===== src/rtl/dff_arb_pkg.sv =====
// Shared types and helpers for the round-robin register arbiter:
// FSM state encoding and pointer width calculation.
package dff_arb_pkg;

  localparam int STATE_W = 2;

  typedef enum logic [STATE_W-1:0] {
    ST_IDLE  = 2'd0,
    ST_GRANT = 2'd1,
    ST_DONE  = 2'd2
  } state_t;

  // Index width for a requester population of n (at least one bit).
  function automatic int ptr_width(input int n);
    return (n > 1) ? $clog2(n) : 1;
  endfunction

endpackage


===== src/rtl/dff_en_reg.sv =====
// WIDTH-bit D register with load enable and asynchronous active-low
// clear; holds the shared state value.
module dff_en_reg #(
  parameter int WIDTH = 8
) (
  input  logic             clk,
  input  logic             rst,
  input  logic             en,
  input  logic [WIDTH-1:0] d,
  output logic [WIDTH-1:0] q
);

  // NOTE: sequential state uses non-blocking assignments so every flop
  // samples pre-edge values, independent of block evaluation order.
  always_ff @(posedge clk or negedge rst) begin
    if (!rst) begin
      q <= '0;
    end else if (en) begin
      q <= d;
    end
  end

endmodule


===== src/rtl/dff_reg_arbiter.sv =====
// Round-robin arbiter sharing one WIDTH-bit register among NREQ requesters.
// Optional feature: define ARB_LOCK_EN to add the lock port (owner keeps
// the register for back-to-back writes while its lock bit is high).
module dff_reg_arbiter
  import dff_arb_pkg::*;
#(
  parameter  int NREQ  = 4,
  parameter  int WIDTH = 8,
  localparam int PW    = ptr_width(NREQ)
) (
  input  logic                  clk,
  input  logic                  rst,
  input  logic [NREQ-1:0]       req,
  input  logic [NREQ*WIDTH-1:0] wdata,
`ifdef ARB_LOCK_EN
  input  logic [NREQ-1:0]       lock,
`endif
  output logic [NREQ-1:0]       gnt,
  output logic                  ack,
  output logic [PW-1:0]         owner,
  output logic                  busy,
  output logic [WIDTH-1:0]      q
);

  state_t          state;
  logic [PW-1:0]   ptr;
  logic            lock_hold;

  logic            pick_valid;
  logic [PW-1:0]   pick_idx;
  logic [NREQ-1:0] pick_oh;
  logic [NREQ-1:0] owner_oh;
  logic [PW-1:0]   ptr_inc;
  logic            lock_now;
  logic [WIDTH-1:0] wr_data;

  // First requesting index at or after ptr; scanning offsets downwards
  // lets the smallest offset win without an early exit.
  always_comb begin
    int idx;
    pick_valid = 1'b0;
    pick_idx   = '0;
    idx        = 0;
    for (int i = NREQ - 1; i >= 0; i--) begin
      idx = int'(ptr) + i;
      if (idx >= NREQ) idx = idx - NREQ;
      if (req[idx]) begin
        pick_valid = 1'b1;
        pick_idx   = PW'(idx);
      end
    end
  end

  assign pick_oh  = {{(NREQ-1){1'b0}}, 1'b1} << pick_idx;
  assign owner_oh = {{(NREQ-1){1'b0}}, 1'b1} << owner;
  assign ptr_inc  = (owner == PW'(NREQ - 1)) ? '0 : owner + 1'b1;
  assign busy     = (state != ST_IDLE);

`ifdef ARB_LOCK_EN
  assign lock_now = lock[owner];
`else
  assign lock_now = 1'b0;
`endif

  always_comb begin
    wr_data = wdata[int'(owner)*WIDTH +: WIDTH];
  end

  always_ff @(posedge clk or negedge rst) begin
    if (!rst) begin
      state     <= ST_IDLE;
      gnt       <= '0;
      ack       <= 1'b0;
      owner     <= '0;
      ptr       <= '0;
      lock_hold <= 1'b0;
    end else begin
      case (state)
        ST_IDLE: begin
          if (pick_valid) begin
            gnt   <= pick_oh;
            owner <= pick_idx;
            state <= ST_GRANT;
          end
        end
        ST_GRANT: begin
          // The write completes even if req[owner] has already dropped.
          ack       <= 1'b1;
          gnt       <= '0;
          lock_hold <= lock_now;
          if (!lock_now) ptr <= ptr_inc;
          state     <= ST_DONE;
        end
        ST_DONE: begin
          ack       <= 1'b0;
          lock_hold <= 1'b0;
          if (lock_hold) begin
            gnt   <= owner_oh;
            state <= ST_GRANT;
          end else begin
            state <= ST_IDLE;
          end
        end
        default: begin
          state <= ST_IDLE;
          gnt   <= '0;
          ack   <= 1'b0;
        end
      endcase
    end
  end

  dff_en_reg #(.WIDTH(WIDTH)) u_q (
    .clk (clk),
    .rst (rst),
    .en  (state == ST_GRANT),
    .d   (wr_data),
    .q   (q)
  );

endmodule


===== config.mk =====
export PLATFORM = sky130hd
export DESIGN_NAME = dff_reg_arbiter
export DESIGN_NICKNAME = d
export VERILOG_FILES = /design/src/rtl/dff_arb_pkg.sv /design/src/rtl/dff_en_reg.sv /design/src/rtl/dff_reg_arbiter.sv
export SDC_FILE = /design/constraint.sdc
export NUM_CORES = 1
export LEC_CHECK = 0
export BUFFER_PORTS_ARGS = -buffer_cell sky130_fd_sc_hd__buf_2
export CORE_MARGIN = 3
export CORE_UTILIZATION = 43
export CTS_CLUSTER_DIAMETER = 120
export DETAILED_ROUTE_END_ITERATION = 10
export GPL_TIMING_DRIVEN = 0
export HOLD_SLACK_MARGIN = 0.15
export PLACE_DENSITY = 0.77
export SYNTH_ARGS = -nofsm -noshare
export SYNTH_HDL_FRONTEND = slang
export SYNTH_SLANG_ARGS = --single-unit
export TNS_END_PERCENT = 30

===== constraint.sdc =====
create_clock -name clk -period 1.75 [get_ports clk]
set_input_delay 0.0875 -clock clk [delete_from_list [all_inputs] [get_ports clk]]
set_output_delay 0.0875 -clock clk [all_outputs]
set_load 0.05 [all_outputs]

==> metrics.md, run 1 <==
| Metric | Value |
|---|---|
| Status | `completed` |
| Max-cap violations | `0` |
| FF+latch area | `477 sq um` |
| Critical Path RT | `1.93 ns` |
| Final instance area | `1340 sq um` |
| Die Wd | `54.2 um` |
| Worst stage delay on the critical path | `0.56 ns` |
| H-Tree Depth | `1` |
| Hold depth | `3` |
| Fill count | `199` |
| I/O pin cnt | `54` |
| Top delay family on crit path | `multiplexers` |
| Global route overflow | `0` |
| Slew Viols, Final | `0` |
| Via/cell ratio | `5.37` |
| Worst-path maximum fanout | `10` |
| Commonest non-fill, non-tap cell in the layout | `buf_2` |
| Routability cong. | `0.666` |
| Crit path DAT | `1.81 ns` |
| Max VDD drop | `0.00112 V` |
| Number of diodes | `0` |
| Static Leak | `0.643 nW` |
| Pwr Total | `2.80 mW` |
| Largest cells by area after synthesis | `dfrtp_1, mux4_2, mux2_2` |
| Crit. End Element | `flop` |
| Seq/Total Area, Yosys | `0.476` |
| Reg2reg setup slack | `0.12 ns` |
| First-pass GRT wire length | `3.48 mm` |
| CTS tree | `built` |
| Buffers inserted by post-CTS timing repair | `0` |
| Worst reg-to-reg path cell count | `3` |
| Setup violations, final | `0` |
| CTS Root Cell | `clkbuf_4` |
| Crit path buffers/inverters | `1` |
| Multi-input logic area | `494 sq um` |
| Placed cell count | `151` |
| Mapped Area | `998 sq um` |
| Post-cts sizing count | `0` |
| Wire per inst | `14.1 um` |
| Levels on crit path | `3` |
| Synth top area share | `0.476` |
| Crit path launch type | `flop` |
| Final HPWL DP | `1.77 mm` |
| TritonCTS buffer count | `3` |
| Crit Path Class | `flop to flop` |
| Drt total wl | `2.19 mm` |
| Row cnt | `16` |
| Most frequent cells in the layout | `buf_2, dfrtp_1, mux2_2` |
| Clk_skew | `0.00668 ns` |
| Final Util | `0.642` |
| Final Hold Viols | `0` |
| TritonRoute pass-1 iters | `4` |
| Post-Syn Instances | `71` |
| Cell area after placement | `1300 sq um` |
| Area Growth Syn to Fin | `33.8%` |
| Vias in the first global route | `813` |
| Largest net degree at the start of global routing | `20` |
| Final worst-path cycle share | `0.932` |
| Via count | `838` |
| Max clock buf depth | `2` |
| Synth warn | `0` |
| Fmax achieved | `0.613 GHz` |
| Worst Hold Class | `input pin to flop` |
| Starting density of the core | `0.480` |
| Syn Area/Cell | `14.1 sq um` |
| Drt first-iter violations | `6` |
| Initial antenna violation count | `0` |
| Worst-Margin Slew | `0.517 ns` |
| Power Density | `2090 nW/um^2` |
| Clock-pin slew on the worst setup and hold paths | `0.11 ns` |
| Setup TNS | `0 ns` |
| Crit-path cells | `buf_2 > mux4_2 > mux2_2` |
| CORE AREA | `2080 sq um` |
| Slew headroom | `0.655` |
| Die H | `54.2 um` |
| Share of cells above drive strength 1 | `0.659` |
| Final Non-Filler Cells | `156` |
| RSZ-0062 raised after global routing | `false` |
| Hold Buf Count CTS | `1` |
| DRT antenna net count | `0` |
| Drc violations | `0` |
| Gr usage total | `0.172` |
| Yosys top cell by area | `dfrtp_1` |
| Minimum clock period after layout | `1.63 ns` |
| Register bit total from synthesis | `19` |
| Worst path slowest cell | `mux4_2` |
| I/O Buffers | `53` |
| Worst-Skew Late Latency | `0.29 ns` |
| Yosys cell types | `25` |
| Clock Sinks | `19` |
| Final net count | `169` |
| Syn Nets | `110` |
| DIE AREA | `2940 sq um` |
## final timing paths
| path | startpoint | to |
|---|---|---|
| setup / recovery | owner[0] | u_q.q[7] |
| hold / removal | wdata[4] | u_q.q[4] |
| setup reg to reg | owner[0] | u_q.q[7] |
| hold reg to reg | state[1] | ack |
| max in group asynchronous | rst | owner[0] |
| min in group asynchronous | rst | gnt[0] |
## per-stage QoR
stage / hold WS, ns / setup slack, ns
2_1_floorplan: -0.208 / 0.0230
3_3_place_gp: 0.0490 / 0.157
3_5_place_dp: 0.0549 / 0.101
4_1_cts: 0.216 / 0.0919
5_1_grt: 0.218 / 0.0175
6_report: 0.226 / 0.119
## layout make-up
type,count,share of cell area
Buffer,4,0.0187
Clock buffer,3,0.0169
Clock inverter,1,0.00375
Inverter,1,0.00281
Multi-Input combinational cell,47,0.370
Sequential cell,19,0.357
Tap cell,27,0.0253
Timing Repair Buffer,54,0.206
## state kept, by name, indices dropped and copies added (netlist names)
register,flops
owner,2
ack,1
ptr,2
gnt,4
u_q.q,8
state,2
## synthesized netlist by cell type
cell,number
o22ai_1,1
nand2_1,2
dfrtp_1,19
nor2_2,1
ha_1,1
o21a_1,1
or3_4,1
o21ai_0,1
clkbuf_1,1
a32o_1,4
mux2_2,11
nor4_1,1
and2_4,1
a21oi_1,3
nor3_1,1
nor2b_1,1
or2_2,1
buf_6,1
nor3b_1,1
buf_2,2
o22a_2,1
inv_1,1
mux2i_1,1
mux4_2,8
nor2_1,5
## per-layer routing
layer	wire, um	GRT usage	part of all wire
met5	0	0	0
met3	206	0.0360	0.094
met2	1100	0.303	0.50
met4	18	0.0622	0.0082
met1	868	0.204	0.40
## cell families (layout without fill, tap and decap cells)
group / after synthesis / after routing / share of synthesized area
AO/OA/AOI/OAI: 11 / 11 / 0.0840
flip-flops: 19 / 19 / 0.476
multiplexers: 20 / 20 / 0.315
buffers and inverters: 5 / 63 / 0.0288
AND/OR/NAND/NOR: 15 / 15 / 0.0840
adder cells (fa/ha/maj): 1 / 1 / 0.0125
## tightest hold or removal path, stage by stage
cell and delay, ns:
buf_2 0.07, mux4_2 0.21, mux2_2 0.13
## power by group
part           internal, mW  switching (mW)  leakage [nW]
Sequential            0.661           0.120         0.231
Clock                0.0850           0.136        0.0177
Combinational         0.676            1.12         0.395
Note: power is estimated with default switching activity, not from simulation.
==> run 2, diff against run 1 <==
--- a/config.mk
+++ b/config.mk
@@ -11,5 +11,4 @@
 export CTS_CLUSTER_DIAMETER = 120
 export DETAILED_ROUTE_END_ITERATION = 10
-export GPL_TIMING_DRIVEN = 0
 export HOLD_SLACK_MARGIN = 0.15
 export PLACE_DENSITY = 0.77
==> constraint.sdc (replaced) <==
create_clock -name clk -period 1.75 [get_ports clk]
set_input_delay 0.0875 -clock clk [delete_from_list [all_inputs] [get_ports clk]]
set_output_delay 0.0875 -clock clk [all_outputs]
set_load 0.1 [all_outputs]
==> metrics.md, run 2 (synthesis gave the netlist of run 1 again) <==
| Metric | Value |
|---|---|
| Fmax achieved | `0.669 GHz` |
| Minimum clock period after layout | `1.49 ns` |
| Clock-pin slew on the worst setup and hold paths | `0.11 ns` |
| Drt total wl | `2.37 mm` |
| H-Tree Depth | `1` |
| Worst path slowest cell | `dfrtp_1` |
| Setup violations, final | `0` |
| Fill count | `185` |
| Final net count | `167` |
| Final Hold Viols | `0` |
| Max reg flops | `8` |
| Clock Sinks | `19` |
| Largest Register | `u_q.q` |
| Crit. End Element | `flop` |
| Buffers inserted by post-CTS timing repair | `0` |
| Setup TNS | `0 ns` |
| First-pass GRT wire length | `3.78 mm` |
| Number of diodes | `0` |
| Worst-Margin Slew | `0.487 ns` |
| Max clock buf depth | `2` |
| Worst stage delay on the critical path | `0.47 ns` |
| RSZ-0062 raised after global routing | `false` |
| Crit path DAT | `1.69 ns` |
| Area Growth Syn to Fin | `33.2%` |
| Vias in the first global route | `877` |
| Via count | `826` |
| Worst Hold Class | `input pin to flop` |
| Most frequent cells in the layout | `buf_2, dfrtp_1, mux2_2` |
| Row cnt | `16` |
| Slew Viols, Final | `0` |
| Crit-path cells | `mux2i_1 > and2_4 > or3_4 > a32o_1` |
| Crit path buffers/inverters | `0` |
| Critical Path RT | `1.94 ns` |
| Final worst-path cycle share | `0.854` |
| Commonest non-fill, non-tap cell in the layout | `buf_2` |
| CTS Root Cell | `clkbuf_4` |
| Status | `completed` |
| Drt first-iter violations | `7` |
| DIE AREA | `2940 sq um` |
| Die Wd | `54.2 um` |
| Top flop regs | `u_q.q (8), gnt (4)` |
| Via/cell ratio | `5.36` |
| Post-cts sizing count | `0` |
| Worst-Skew Late Latency | `0.29 ns` |
| Worst-path maximum fanout | `7` |
| Share of cells above drive strength 1 | `0.669` |
| TritonRoute pass-1 iters | `4` |
| I/O Buffers | `53` |
| Max-cap violations | `0` |
| Final HPWL DP | `1.95 mm` |
| I/O pin cnt | `54` |
| Wire per inst | `15.4 um` |
| DRT antenna net count | `0` |
| Top delay family on crit path | `simple AND/OR/NAND/NOR gates` |
| Drc violations | `0` |
| Clk_skew | `0.00401 ns` |
| Starting density of the core | `0.480` |
| CORE AREA | `2080 sq um` |
| Initial antenna violation count | `0` |
| Global route overflow | `0` |
| CTS tree | `built` |
| Largest net degree at the start of global routing | `20` |
| Die H | `54.2 um` |
| TritonCTS buffer count | `3` |
| Gr usage total | `0.183` |
| Crit Path Class | `flop to flop` |
| Crit path launch type | `flop` |
| Routability cong. | `0.681` |
| Slew headroom | `0.673` |
| Hold Buf Count CTS | `1` |
==> run 2: cell types whose count changed in the layout (fill, tap and decap cells not counted), sizes merged <==
cell,delta
buf,-1
clkbuf,-1
==> run 2: area by class of cell <==
| type | count | area (sq um) | area share |
|---|---|---|---|
| Multi-Input combinational cell | 47 | 494 | 0.372 |
| Sequential cell | 19 | 480 | 0.361 |
| Timing Repair Buffer | 56 | 290 | 0.218 |
| Tap cell | 27 | 33.8 | 0.0254 |
| Clock buffer | 3 | 22.5 | 0.0169 |
| Clock inverter | 1 | 5.00 | 0.00376 |
| Inverter | 1 | 3.75 | 0.00282 |
==> run 2: worst paths after layout <==
path | startpoint | endpoint | slack (ns) | cells past startpoint
setup / recovery | ptr[1] | gnt[0] | 0.26 | 4
hold / removal | wdata[18] | u_q.q[2] | 0.23 | 3
setup reg to reg | ptr[1] | gnt[0] | 0.26 | 4
hold reg to reg | state[1] | ack | 0.51 | 1
max in group asynchronous | rst | owner[0] | 1.18 | 2
min in group asynchronous | rst | gnt[0] | 0.25 | 2
==> run 2: worst reg2reg max path, cell delays in order (launching register included) <==
cell and delay [ns]:
dfrtp_1 0.47, mux2i_1 0.16, and2_4 0.17, or3_4 0.38
a32o_1 0.23
==> run 2: metal layers <==
metal  part of all wire  up-vias  GRT usage
met1               0.40      391      0.209
li1                   -      391          -
met2               0.51       42      0.335
met4             0.0072        0     0.0373
met3              0.086        2     0.0526
met5                  0        -          0
==> run 2: metrics by stage <==
step	setup slack, ns	utilization	area (sq um)	instances	hold slack, ns
floorplan	0.00727	-	1010	71	-0.208
detailed placement	0.273	0.621	1290	149	0.0443
CTS	0.251	0.639	1330	154	0.227
global placement	0.314	0.621	1290	149	0.0481
finish	0.256	0.639	1330	154	0.231
global route	0.209	0.639	1330	154	0.235
Power of run 2 is left out: the tool's default activity adds up to more than one toggle a clock period on the data nets, which glitch-free logic cannot reach.
